--- src/rtl/core_pkg.sv ---
// Shared definitions for the core pipeline control blocks.
package core_pkg;

    localparam logic [1:0] RESULT_LOAD = 2'b01;

    localparam logic [1:0] FWD_RF = 2'b00;
    localparam logic [1:0] FWD_W  = 2'b01;
    localparam logic [1:0] FWD_M  = 2'b10;

    typedef enum logic [1:0] {
        RUN      = 2'd0,
        LU_STALL = 2'd1,
        MEM_WAIT = 2'd2
    } hazState_t;

endpackage

--- src/rtl/hazard_sched_fwd_unit.sv ---
// Execute-stage operand forwarding select for one source operand.
module fwd_unit
    import core_pkg::*;
(
    input  logic [4:0] rsE,
    input  logic [4:0] RdM,
    input  logic       RegWriteM,
    input  logic [4:0] RdW,
    input  logic       RegWriteW,
    output logic [1:0] fwdSel
);

    // The M result is younger than the W result, so it wins when both match.
    always_comb begin
        fwdSel = FWD_RF;
        if (RegWriteM && (RdM != 5'd0) && (RdM == rsE))
            fwdSel = FWD_M;
        else if (RegWriteW && (RdW != 5'd0) && (RdW == rsE))
            fwdSel = FWD_W;
    end

endmodule

--- src/rtl/hazard_sched.sv ---
// Pipeline hazard controller: load-use stall, branch redirect, data-memory wait,
// operand forwarding, stall cycle counter and sticky memory-timeout flag.
//
// state    | meaning
// RUN      | normal flow; redirects flush D/E, load-use hits stall F/D
// LU_STALL | one bubble inserted; dependent instruction advances this cycle
// MEM_WAIT | data memory busy; F/D/E/M held, W bubbled
module hazard_sched
    import core_pkg::*;
#(
    parameter int unsigned TIMEOUT = 255,
    parameter int unsigned CNT_W   = 32
) (
    input  logic             clk,
    input  logic             rst,
    input  logic [4:0]       rs1D,
    input  logic [4:0]       rs2D,
    input  logic [4:0]       rs1E,
    input  logic [4:0]       rs2E,
    input  logic [4:0]       RdE,
    input  logic [1:0]       ResultSrcE,
    input  logic             PCSrcE,
    input  logic [4:0]       RdM,
    input  logic [4:0]       RdW,
    input  logic             RegWriteM,
    input  logic             RegWriteW,
    input  logic             MemReqM,
    input  logic             dmem_ready,
    output logic             StallF,
    output logic             StallD,
    output logic             StallE,
    output logic             StallM,
    output logic             FlushD,
    output logic             FlushE,
    output logic             FlushW,
    output logic [1:0]       ForwardAE,
    output logic [1:0]       ForwardBE,
    output logic             mem_timeout,
    output logic [CNT_W-1:0] stall_cycles
);

    localparam logic [15:0] TIMEOUT_V = 16'(TIMEOUT);

    hazState_t   state;
    hazState_t   nextState;
    logic [1:0]  fwdA;
    logic [1:0]  fwdB;
    logic        lwHit;
    logic        memStall;
    logic [15:0] waitCnt;
    logic [15:0] waitNext;

    fwd_unit uFwdA (
        .rsE       (rs1E),
        .RdM       (RdM),
        .RegWriteM (RegWriteM),
        .RdW       (RdW),
        .RegWriteW (RegWriteW),
        .fwdSel    (fwdA)
    );

    fwd_unit uFwdB (
        .rsE       (rs2E),
        .RdM       (RdM),
        .RegWriteM (RegWriteM),
        .RdW       (RdW),
        .RegWriteW (RegWriteW),
        .fwdSel    (fwdB)
    );

    assign ForwardAE = rst ? FWD_RF : fwdA;
    assign ForwardBE = rst ? FWD_RF : fwdB;

    assign lwHit    = (ResultSrcE == RESULT_LOAD) && (RdE != 5'd0) &&
                      ((RdE == rs1D) || (RdE == rs2D));
    assign memStall = MemReqM && !dmem_ready;

    always_ff @(posedge clk or posedge rst) begin
        if (rst)
            state <= RUN;
        else
            state <= nextState;
    end

    // A memory wait freezes E, so any redirect there is simply held and
    // re-seen when the wait releases; the release cycle behaves like RUN.
    always_comb begin
        nextState = state;
        StallF    = 1'b0;
        StallD    = 1'b0;
        StallE    = 1'b0;
        StallM    = 1'b0;
        FlushD    = 1'b0;
        FlushE    = 1'b0;
        FlushW    = 1'b0;
        if (rst) begin
            nextState = RUN;
            FlushD    = 1'b1;
            FlushE    = 1'b1;
            FlushW    = 1'b1;
        end else if (memStall) begin
            nextState = MEM_WAIT;
            StallF    = 1'b1;
            StallD    = 1'b1;
            StallE    = 1'b1;
            StallM    = 1'b1;
            FlushW    = 1'b1;
        end else if (state == LU_STALL) begin
            nextState = RUN;
        end else if (PCSrcE) begin
            nextState = RUN;
            FlushD    = 1'b1;
            FlushE    = 1'b1;
        end else if (lwHit) begin
            nextState = LU_STALL;
            StallF    = 1'b1;
            StallD    = 1'b1;
            FlushE    = 1'b1;
        end else begin
            nextState = RUN;
        end
    end

    assign waitNext = (waitCnt == 16'hFFFF) ? waitCnt : waitCnt + 16'd1;

    always_ff @(posedge clk or posedge rst) begin
        if (rst) begin
            waitCnt     <= 16'd0;
            mem_timeout <= 1'b0;
        end else if (memStall) begin
            waitCnt <= waitNext;
            if (waitNext >= TIMEOUT_V)
                mem_timeout <= 1'b1;
        end else begin
            waitCnt <= 16'd0;
        end
    end

    always_ff @(posedge clk or posedge rst) begin
        if (rst)
            stall_cycles <= '0;
        else if (StallF && (stall_cycles != {CNT_W{1'b1}}))
            stall_cycles <= stall_cycles + 1'b1;
    end

endmodule
--- config.mk ---
export PLATFORM = sky130hd
export DESIGN_NAME = hazard_sched
export DESIGN_NICKNAME = d
export VERILOG_FILES = /design/src/rtl/core_pkg.sv /design/src/rtl/hazard_sched_fwd_unit.sv /design/src/rtl/hazard_sched.sv
export SDC_FILE = /design/constraint.sdc
export NUM_CORES = 1
export LEC_CHECK = 0
export ABC_AREA = 1
export CORE_ASPECT_RATIO = 1.1
export CORE_UTILIZATION = 49
export DETAILED_ROUTE_END_ITERATION = 7
export HOLD_SLACK_MARGIN = 0.08
export PLACE_DENSITY = 0.79
export SYNTH_ARGS = -nofsm -noshare
export SYNTH_HDL_FRONTEND = slang
export SYNTH_SLANG_ARGS = --single-unit
--- constraint.sdc ---
create_clock -name clk -period 2.82 [get_ports clk]
set_input_delay 0.564 -clock clk [delete_from_list [all_inputs] [get_ports clk]]
set_output_delay 0.564 -clock clk [all_outputs]
set_load 0.02 [all_outputs]
* Word-level counts from Yosys, hierarchy flattened
Index checks and enable logic that the tools add are counted.
Operators by class: add/sub/neg operators 2, multiplexer cells 29, equality and inequality tests 10, $lt $le $gt $ge 1, reductions and logical operators 16
Operators with widths (number):
- $add A32 B1 Y32 const B | 1
- $mux W16 | 2
- $ne A32 B32 Y1 const B | 1
- $eq A5 B5 Y1 | 6
- $mux W1 | 21
- $add A16 B1 Y16 const B | 1
- $eq A16 B16 Y1 const B | 1
- $ge A16 B8 Y1 const B | 1
- $reduce_bool A5 Y1 | 3
- $mux W2 | 6
- $logic_and A1 B1 Y1 | 10
- $eq A2 B1 Y1 const B | 2
- $reduce_and A2 Y1 | 1
- $logic_not A1 Y1 | 1
- $logic_or A1 B1 Y1 | 1
Word-level totals: flip-flop bits (word level) 51

* Depth between registers and ports, before layout
depth after elaboration 9, depth in mapped cells 14

* Hierarchy
Synthesis repeated with hierarchy kept, for this count alone.
Unflattened totals: cell total of the unflattened synthesis 604, area, all modules 3916.3 µm²
Modules (own cells, without submodules):
- hazard_sched | area an instance 3488.3 µm², cells an instance 504, seq. area each 1276.2 µm², instances 1
- fwd_unit | area an instance 214.0 µm², cells an instance 50, seq. area each 0.0 µm², instances 2

* Worst setup path before layout
Ideal clock, no wire load.
path kind in2out, start input port rst, end output port FlushD, buffers on the path 0, path slack -26 ps, cell stages on the path 2, arrival 2282 ps, cell sequence inv_1 > o21ai_0
Between the ends: word-level cells in the longest chain between the ends 1
Ends and longest elaborated chain:
- start: declaration | line hazard_sched.sv:15 | input logic rst,
- $mux W1 | line hazard_sched.sv:96 | if (rst) begin
- end: declaration | line hazard_sched.sv:33 | output logic FlushD,
Every way passes these cells.

* Final worst setup path
start input port rs1E[2], end output port ForwardAE[0]
Between the ends: word-level cells in the longest chain between the ends 5, elaborated cells on any way between the ends 7
Ends and longest elaborated chain:
- start: declaration | line hazard_sched.sv:18 | input logic [4:0] rs1E,
- $eq A5 B5 Y1 | line hazard_sched_fwd_unit.sv:18 | else if (RegWriteW && (RdW != 5'd0) && (RdW == rsE))
- $logic_and A1 B1 Y1 | line hazard_sched_fwd_unit.sv:18
- $mux W1 | line hazard_sched_fwd_unit.sv:18
- $mux W2 * | line hazard_sched_fwd_unit.sv:16 | if (RegWriteM && (RdM != 5'd0) && (RdM == rsE))
- $mux W2 * | line hazard_sched.sv:71 | assign ForwardAE = rst ? FWD_RF : fwdA;
- end: declaration | line hazard_sched.sv:36 | output logic [1:0] ForwardAE,
Mark *: on every way between the ends. The rest lies on a longest branch, timed or not.

==> summary by stage <==
Setup path
The critical path in this run is classified as input port to output port. Counting both buffers and inverters, the worst setup path holds a total of 3. The kind of capture point of the worst setup path is an output port. In this run the register-to-register setup slack is 600 ps. For the worst setup path, the data arrival time is 2310 ps. The startpoint identified for the worst register-to-register timing path is stall_cycles[0]. The kind of start point of the critical path is an input port. Grouping stages by cell kind, the critical path spends the most delay in buffers and inverters.

The endpoint of the worst register-to-register path is stall_cycles[6]. The standard cell with the maximum stage delay on the critical path is sky130_fd_sc_hd__clkdlybuf4s50_1. The maximum single-stage delay on the critical path is 510 ps.

The signal on the critical path passes through clkdlybuf4s50_1 -> buf_4 -> xnor2_1 -> nand3_1 -> nor3_1 -> o211ai_1 -> nor3_1 -> clkdlybuf4s15_1. The worst register-to-register path has a depth of 9. The endpoint required time on the critical path is 2260 ps. The largest fanout on the critical path is 2. The most frequent cell on the critical path is sky130_fd_sc_hd__nor3_1. Tracing the worst setup path back leads to its startpoint at rs1E[2].

CTS
The clock drives 51 sinks. TritonCTS built the clock tree. Clock tree synthesis selected as its root buffer the cell sky130_fd_sc_hd__clkbuf_8. The deepest clock path buffer count is 2. The total CTS buffers is 5.

The clock insertion delay at the later pin of the skew report is 310 ps. The depth of the CTS H-tree is 2. Clock-pin slew was measured on the worst setup and hold paths at 90 ps. Buffers added to address setup during post-CTS repair amount to 0.

Placed design
Timing analysis after detailed placement gives a worst setup slack of -329.4 ps. Summed over all nets, the half-perimeter wirelength after detailed placement is 7.900 mm. The count of buffers added on input and output ports is 87. The congestion estimate from routability-driven global placement came to 0.9402.

Logic synthesis
The share of the Yosys chip area taken by registers is 34.63%. The largest area contributor in the synthesized netlist is sky130_fd_sc_hd__dfrtp_1. Synthesis produced 540 cells. The share of the synthesized area in the top cell type is 34.63%. The number of distinct library cells after synthesis is 30. The post-synthesis average cell area is 6.824 um2. The Yosys step of the flow raised 0 warnings. The most common cell in the netlist is sky130_fd_sc_hd__nand2_1.

The number of nets produced by synthesis is 586. The flip-flop and latch count after synthesis is 51. The number of synthesized flops with an enable pin is 0. Ranked by instance count, the synthesized netlist is headed by 179 x sky130_fd_sc_hd__nand2_1, 72 x sky130_fd_sc_hd__nor2_1, 55 x sky130_fd_sc_hd__nand3_1.

By area the synthesized netlist is led by sky130_fd_sc_hd__dfrtp_1 35%, sky130_fd_sc_hd__nand2_1 18%, sky130_fd_sc_hd__xor2_1 8.6%. The share of async-settable or async-resettable flops after synthesis is 100.0%. The most frequently used flop master after synthesis is sky130_fd_sc_hd__dfrtp_1. The mapped cell area is 3685 um2.

Detailed routing
The total via count after detailed routing is 3,879. The number of design rule violations left after detail routing is 0. Dividing the detail-routed via count by the number of cells gives 5.299. The iteration count of the initial detailed-routing pass is 7. The detailed router finished its first iteration with 199 violations. The remaining antenna violation count is 0.

After detailed routing, the total wire length is 10.14 mm. The routed wirelength normalized by instance count is 13.85 um.

Timing
The ratio of final minimum period to clock period is 102.0%. The worst clock skew is 9.175 ps. The remaining max-slew budget at the tightest pin is 59.55%.

The hold violation count in the final report is 0. For this run, the top clock speed supported by timing is 347.8 MHz. The slew at the pin closest to its max-slew limit is 605.3 ps.

Setup repair after global routing could not meet its margin everywhere. The number of setup violations in the final report is 1. The total count of max-transition violations in the final report was 0. The final worst slack is -55.30 ps. The final period demand of the worst path is 2875 ps.

Floorplanning
The number of cell rows is 32. The core footprint is 7127 um2. The floorplan step defined a die boundary enclosing 7871 um2.

The die is 84.68 um wide. The floorplan die height is 92.95 um. For this configuration, the core starts out at a cell density of 51.70%. 88 I/O pins were placed.

Final layout
The layout has 641 filler cells. The combined area of the multi-input logic cells is 2200 um2. The post-layout net count is 692. The post-route netlist has 8.810% of its cells at a drive strength greater than 1.

The sequential standard cell area is 1276 um2. The area overhead of the layout relative to synthesis is 31.99%. The number of antenna diodes in the final layout is 0.

Once layout is complete, the utilization of the core stands at 68.24%.

Global routing
The initial antenna violation count was 0. The first-pass GRT wire length is 17.55 mm. The number of global-route vias before repair is 3,777. The pin count of the biggest net entering global routing is 33. The global-route usage over all layers is 27.64%. After global routing the overflow that remains totals 0.

Min path
The worst min-delay path class is flip-flop to flip-flop. Counting instances, the worst hold path has a depth of 2. The worst hold path begins at mem_timeout. The capture endpoint of the worst hold path is mem_timeout.

Power and ir drop
Net switching is 29.40% of the power. For this design the static power due to leakage is 2.209 nW. The power share of the combinational group is 22.6%.

The internal portion of the total power is 1.111 mW. Of the total power, the clock network draws 26.5%. Summed over all nets, the switching power comes to 462.8 uW. Sequential cells burn 50.8% of the power. IR analysis of the VDD net gives a maximum drop of 371.4 uV.

In this run the power density over the cells is 323.7 nW/um2.

Status
The run finished, with violations left. The final reports fail on negative setup slack.

Run
The total of max-cap violations is 0.
==> layout by cell type (no fill, tap or decap), drive strengths merged <==
| cell type | count |
|---|---|
| nand2 | 182 |
| clkdlybuf4s50 | 78 |
| nor2 | 74 |
| nand3 | 56 |
| dfrtp | 51 |
| inv | 37 |
| xor2 | 36 |
| buf | 26 |
| xnor2 | 19 |
| a21oi | 16 |
| nor3 | 15 |
| nand4 | 11 |
| clkbuf | 10 |
| o21ai | 8 |
| or2 | 6 |
| nor4 | 4 |
| nand3b | 2 |
| o21bai | 2 |
| clkinvlp | 2 |
| o211ai | 2 |
| ha | 2 |
| dlymetal6s2s | 2 |
| clkdlybuf4s15 | 2 |
| o41ai | 1 |
| o22ai | 1 |
| clkinv | 1 |
| dlygate4sd2 | 1 |
==> through the flow <==
stage	hold WS [ps]	setup TNS [ps]	cell area, um2	std cells	total power, mW
2_1_floorplan	569.9	0	3689	540	0.9750
3_3_place_gp	445.0	-1423	4770	724	1.157
3_5_place_dp	456.8	-1660	4770	724	1.168
4_1_cts	480.0	0	4858	732	1.585
5_1_grt	521.9	-125.3	4863	732	1.643
6_report	470.5	-55.30	4863	732	1.574
==> kinds of logic after synthesis <==
family,Yosys count,share of synthesized area (%)
xor+xnor,55,13.07
fa+ha+maj,2,0.6790
flops,51,34.63
compound gates,30,4.482
buf+inv,52,6.350
simple gates,350,40.78
==> worst register-to-register path: stages, from the launching register on <==
cell	delay [ps]
sky130_fd_sc_hd__dfrtp_1	490
sky130_fd_sc_hd__ha_1	230
sky130_fd_sc_hd__nand3_1	160
sky130_fd_sc_hd__nor2_2	250
sky130_fd_sc_hd__nand2_2	110
sky130_fd_sc_hd__nor2_4	110
sky130_fd_sc_hd__nand3_4	230
sky130_fd_sc_hd__nand2_4	380
sky130_fd_sc_hd__nand2_1	130
sky130_fd_sc_hd__nand2_1	70
==> state kept, by name, summed over array words and instances (netlist names) <==
register	count
waitCnt	16
mem_timeout	1
stall_cycles	32
state	2
==> area by class of cell <==
type	count	area share [%]
sequential	51	26.24
clock buffer	6	1.492
inverter	38	3.010
tap	85	2.187
multi-input combinational	437	45.23
clock inverter	2	0.2573
timing repair buffer	113	21.58
==> routing by layer <==
metal,wire [um],GRT usage (%),up-vias
met5,0,0,-
met2,5272,50.47,109
met4,248,9.605,0
li1,-,-,1938
met3,379,2.852,23
met1,4241,33.77,1809
==> power by group through the flow <==
stage | clock [mW] | sequential, mW | combinational (mW)
after global placement | 0 | 0.812 | 0.345
after floorplan | 0 | 0.834 | 0.141
after global routing | 0.449 | 0.804 | 0.390
after CTS | 0.428 | 0.799 | 0.358
final | 0.418 | 0.800 | 0.356
after detailed placement | 0 | 0.813 | 0.355
==> what timing repair did <==
item | CTS | global route
hold buffers | 0 | 0
endpoints found under the setup margin | 7 | 8
hold endpoints to repair | 0 | 0
cloned | 0 | 0
gates resized for setup | 9 | 15
==> how the worst max path moves through the flow <==
stage	slack (ps)	depth (start not counted)	endpoint
global route	-130	8	ForwardAE[0]
finish	-60	8	ForwardAE[0]
global placement	-250	7	ForwardBE[1]
CTS	30	8	StallD
floorplan	270	8	StallF
detailed placement	-330	7	ForwardBE[1]
Note: power is estimated with default switching activity, not from simulation.
==> patch 1: new RTL, same flow settings <==
Change the parameter `CNT_W` from 32 to 40.
--- a/src/rtl/hazard_sched.sv
+++ b/src/rtl/hazard_sched.sv
@@ -11,3 +11,3 @@
     parameter int unsigned TIMEOUT = 255,
-    parameter int unsigned CNT_W   = 32
+    parameter int unsigned CNT_W   = 40
 ) (
Ports: changed (resized stall_cycles); port bits go from 88 to 96. No check against the original RTL was run, so the function may have changed too.
==> patch 1 against the unedited design <==
Total power rose by 33%; maximum frequency rose by 4.1%; final area rose by 17%; utilization fell by 0.63 points; count of clock-buffer cells in the layout rose by 3; register-to-register slack got worse by 0.06 ns; sequential power rose by 14%; sequential cell count rose by 8; wire length rose by 26%; worst setup slack improved by 0.11 ns; area after synthesis rose by 17%.
==> patch 1: results (changes against the unedited design) <==
placed_design:
  post-dp-hpwl_mm: 9.86  # was 7.90 mm
  portBuffers: 95  # was 87
sta:
  finClkSkew_ns: 0.0145  # was 0.00917 ns
  period_needed_ns: 2.76  # was 2.88 ns
clock_tree:
  cts_buffers: 9  # was 5
  clk_pin_slew_worst_paths_ns: 0.06  # was 0.09 ns
  htreeDepth: 3  # was 2
  cts_resized: 13  # was 9
  cts_buffer_depth: 2  # unchanged
routing:
  wirelength_mm: 12.7  # was 10.1 mm
  first_iter_violations: 207  # was 199
  vias_per_cell: 5.20  # was 5.30
final_layout:
  nets: 807  # was 692
  top_regs: "stall_cycles (40), waitCnt (16), state (2)"  # was stall_cycles (32), waitCnt (16), state (2)
logic_synthesis:
  synth_seq_area_share: 0.343  # was 0.346
  ys_top_cells_by_count: "223 x nand2_1, 89 x nor2_1, 66 x nand3_1"  # was 179 x nand2_1, 72 x nor2_1, 55 x nand3_1
  synth_nets: 692  # was 586
  netlist_top_cells_area: "dfrtp_1 34%, nand2_1 19%, xor2_1 7.9%"  # was dfrtp_1 35%, nand2_1 18%, xor2_1 8.6%
  synth_top_area_share: 0.343  # was 0.346
outcome:
  status: "completed"  # was finished with violations
critical_path:
  r2r_setup_slack_ns: 0.54  # was 0.60 ns
  cp.arrival_ns: 2.20  # was 2.31 ns
  cp_max_fo: 3  # was 2
  crit_end: "ForwardAE[1]"  # was ForwardAE[0]
  r2r_cells: 13  # was 9
  crit_start: "RdM[3]"  # was rs1E[2]
  reg2reg_from: "waitCnt[0]"  # was stall_cycles[0]
global_routing:
  grt_pass1_wl_mm: 20.2  # was 17.6 mm
  grtUsageTotal: 0.283  # was 0.276
  grt_pass1_vias: 4419  # was 3,777
  grt_max_degree: 36  # was 33
power:
  power.leakage_uw: 0.00252  # was 0.00221 uW
  ir_drop_v: 0.000324  # was 0.000371 V
  p_int_uw: 1470  # was 1110 uW
[patch 1: cell count changes in the layout (fill, tap and decap cells not counted), moves of 4 or more]
cell and delta:
inv_1 +13, clkbuf_8 +4, nand2_1 +44, nor2_1 +17
nand3_1 +11, dfrtp_1 +8, nor3_1 +4, clkdlybuf4s50_1 +9
xnor2_1 +4
[patch 1: per-layer routing]
layer	global-route usage	vias to the layer above	wire length, um
met5	0	-	24
met4	0.155	2	497
met3	0.0341	42	508
met2	0.533	159	6610
met1	0.310	2069	5100
li1	-	2287	-
[patch 1: final cells by class]
class	instances	share of cell area
clock inverter	7	0.0136
timing repair buffer	121	0.201
multi-input combinational	519	0.447
inverter	51	0.0342
clock buffer	9	0.0217
tap	111	0.0243
sequential	59	0.258
[patch 1: per-stage QoR]
step	std cells	cell area, um^2	TNS (ns)	hold slack, ns
after floorplan	646	4310	0	0.554
after global routing	877	5710	0	0.525
after global placement	861	5490	-1.54	0.450
after detailed placement	861	5490	-1.78	0.449
after CTS	877	5700	0	0.467
final	877	5710	0	0.462
[patch 1: cells by family after synthesis]
group           after synthesis  share of synthesized area
fa+ha+maj                     2                    0.00581
xor+xnor                     62                      0.126
flops                        59                      0.343
buf+inv                      68                     0.0703
simple gates                427                      0.420
compound gates               28                     0.0349
[patch 1: critical path, cell delays in order]
cell and delay [ns]:
clkdlybuf4s50_1 0.47, xor2_1 0.18, or2_2 0.30, nor4_2 0.20, inv_1 0.09, nor2_1 0.09, clkdlybuf4s15_1 0.30
[patch 1: power by group through the flow]
stage	sequential (uW)	combinational (uW)	clock, uW
floorplan	955	149	0
global placement	931	354	0
detailed placement	932	366	0
CTS	916	370	822
global route	922	401	851
finish	916	370	808
==> patch 2: new RTL, same settings <==
Made on the original files. The 3 states of `hazState_t` get a one-hot encoding in 3 bits.
--- a/src/rtl/core_pkg.sv
+++ b/src/rtl/core_pkg.sv
@@ -9,6 +9,6 @@
 
-    typedef enum logic [1:0] {
-        RUN      = 2'd0,
-        LU_STALL = 2'd1,
-        MEM_WAIT = 2'd2
+    typedef enum logic [2:0] {
+        RUN      = 3'b001,
+        LU_STALL = 3'b010,
+        MEM_WAIT = 3'b100
     } hazState_t;
Check against the original RTL: no difference found for any inputs over 10 cycles, from zero or initial values and one cycle with rst high; not proved beyond that.
==> patch 2 against the unedited design <==
Worst setup slack improved by 0.16 ns; critical path depth is 1 lower; final area is 0.33% higher; non-clock buffer count is 5 lower; total power is 3.4% higher; cell count down 0.14%; via count down 1.9%; sequential cell count up 1; worst hold slack improved by 0.0063 ns; wire length is 2.8% higher; area after synthesis up 1.9%; critical endpoint unchanged; largest power group unchanged.
==> patch 2: results (changes against the unedited design) <==
min_path:
  min_to: "mem_timeout"  # unchanged
  hold_class: "reg -> reg"  # unchanged
  min_path_cells: 2  # unchanged
  min_from: "mem_timeout"  # unchanged
placed_design:
  portBuffers: 87  # unchanged
  gp_congestion: 0.906  # was 0.940
  post-dp-hpwl_mm: 8.41  # was 7.90 mm
critical_path:
  reg2reg_from: "stall_cycles[0]"  # unchanged
  cp_max_fo: 3  # was 2
  r2r_setup_slack_ns: 0.50  # was 0.60 ns
  cp.arrival_ns: 2.15  # was 2.31 ns
  r2r_end: "stall_cycles[17]"  # was stall_cycles[6]
  r2r_cells: 10  # was 9
sta:
  finClkSkew_ns: 0.00603  # was 0.00917 ns
  tightest_slew_ns: 0.442  # was 0.605 ns
global_routing:
  grtUsageTotal: 0.283  # was 0.276
  grt_max_degree: 36  # was 33
  grt_pass1_wl_mm: 17.9  # was 17.6 mm
  grt_pass1_vias: 3893  # was 3,777
logic_synthesis:
  ys_top_cells_by_count: "170 x nand2_1, 72 x nor2_1, 51 x dfrtp_1"  # was 179 x nand2_1, 72 x nor2_1, 55 x nand3_1
  synth_seq_area_share: 0.347  # was 0.346
  synthMuxAreaShare: 0  # unchanged
  async_reset_ff_frac: 1.00  # unchanged
  synth-xor-area-share: 0.149  # was 0.131
  synth_compound_area_frac: 0.0353  # was 0.0448
  ys_warn_count: 0  # unchanged
  synth-main-ff-cell: "dfrtp_1"  # unchanged
  ys_types: 31  # was 30
  synth_nets: 588  # was 586
  synthAdderAreaFrac: 0.00667  # was 0.00679
  netlist_top_cells_area: "dfrtp_1 34%, nand2_1 17%, xor2_1 10%"  # was dfrtp_1 35%, nand2_1 18%, xor2_1 8.6%
clock_tree:
  clk_pin_slew_worst_paths_ns: 0.10
  cts_root_buffer: "clkbuf_8"  # unchanged
  cts_buffers: 5  # unchanged
  htreeDepth: 2  # unchanged
routing:
  first_iter_violations: 131  # was 199
  vias_per_cell: 5.21  # was 5.30
  dr.pass1.iters: 4  # was 7
  wl_per_cell_um: 14.3  # was 13.9 um
final_layout:
  fillerInstances: 691  # was 641
  nets: 689  # was 692
  drive_above_1_share: 0.0792  # was 0.0881
  top_regs: "stall_cycles (32), waitCnt (16), state (3)"  # was stall_cycles (32), waitCnt (16), state (2)
  antenna_cells: 0  # unchanged
power:
  power.leakage_uw: 0.00224  # was 0.00221 uW
  ir_drop_v: 0.000354  # was 0.000371 V
outcome:
  status: "completed"  # was finished with violations
-- patch 2: worst max path at each step --
stage	slack, ns	cells past startpoint	start	end
2_1_floorplan	0.03	7	rst	StallF
3_3_place_gp	-0.26	7	RdM[3]	ForwardAE[1]
3_5_place_dp	-0.30	7	RdM[3]	ForwardAE[1]
4_1_cts	0.02	7	RdM[2]	ForwardBE[1]
5_1_grt	0.006	8	RdE[0]	FlushE
6_report	0.11	7	RdM[1]	ForwardAE[0]
-- patch 2: where the power goes --
part           total [uW]  internal (uW)  switching, uW
Clock                 436            177            258
Combinational         378            181            196
Sequential            815            774           41.1
Total                1630           1130            496
-- patch 2: final cells by class --
type | count | share of cell area
Multi-Input combinational cell | 429 | 0.448
Timing Repair Buffer | 108 | 0.207
Inverter | 47 | 0.0369
Sequential cell | 52 | 0.267
Clock inverter | 2 | 0.00333
Clock buffer | 6 | 0.0149
Tap cell | 87 | 0.0223
-- patch 2: critical path, cell delays in order --
cell and delay (ns):
clkdlybuf4s50_1 0.47, nor2_1 0.16, nand2_1 0.08, o21ai_1 0.24
nor4_2 0.09, nor3_1 0.21, clkdlybuf4s15_1 0.34
-- patch 2: cells by family (layout without fill, tap and decap cells) --
family                     Yosys count  count (layout)
AOI/OAI and AO/OA                   24              24
xor gates and xnor gates            64              64
adders and majority gates            2               2
buffers and inverters               61             163
DFF                                 52              52
and+or+nand+nor                    339             339
-- patch 2: what timing repair did --
action,4_1_cts,5_1_grt
hold buffers,0,0
gates resized for setup,8,10
pin swaps,0,0
setup buffers,0,0
setup endpoints to repair,7,6
-- patch 2: metal layers --
| layer | part of all wire | wire length [um] | up-vias | GRT usage |
|---|---|---|---|---|
| li1 | - | - | 1916 | - |
| met1 | 0.43 | 4470 | 1794 | 0.338 |
| met2 | 0.52 | 5450 | 72 | 0.525 |
| met3 | 0.022 | 230 | 23 | 0.0264 |
| met4 | 0.026 | 269 | 0 | 0.103 |
| met5 | 0 | 0 | - | 0 |
-- patch 2: stage by stage --
stage / setup slack, ns / total power, uW / cell area (um^2) / instances / hold slack (ns)
finish: 0.107 / 1630 / 4880 / 731 / 0.477
global route: 0.00630 / 1700 / 4880 / 731 / 0.520
CTS: 0.0156 / 1640 / 4880 / 731 / 0.483
detailed placement: -0.299 / 1210 / 4800 / 723 / 0.461
global placement: -0.260 / 1200 / 4800 / 723 / 0.452
floorplan: 0.0334 / 1010 / 3760 / 542 / 0.571
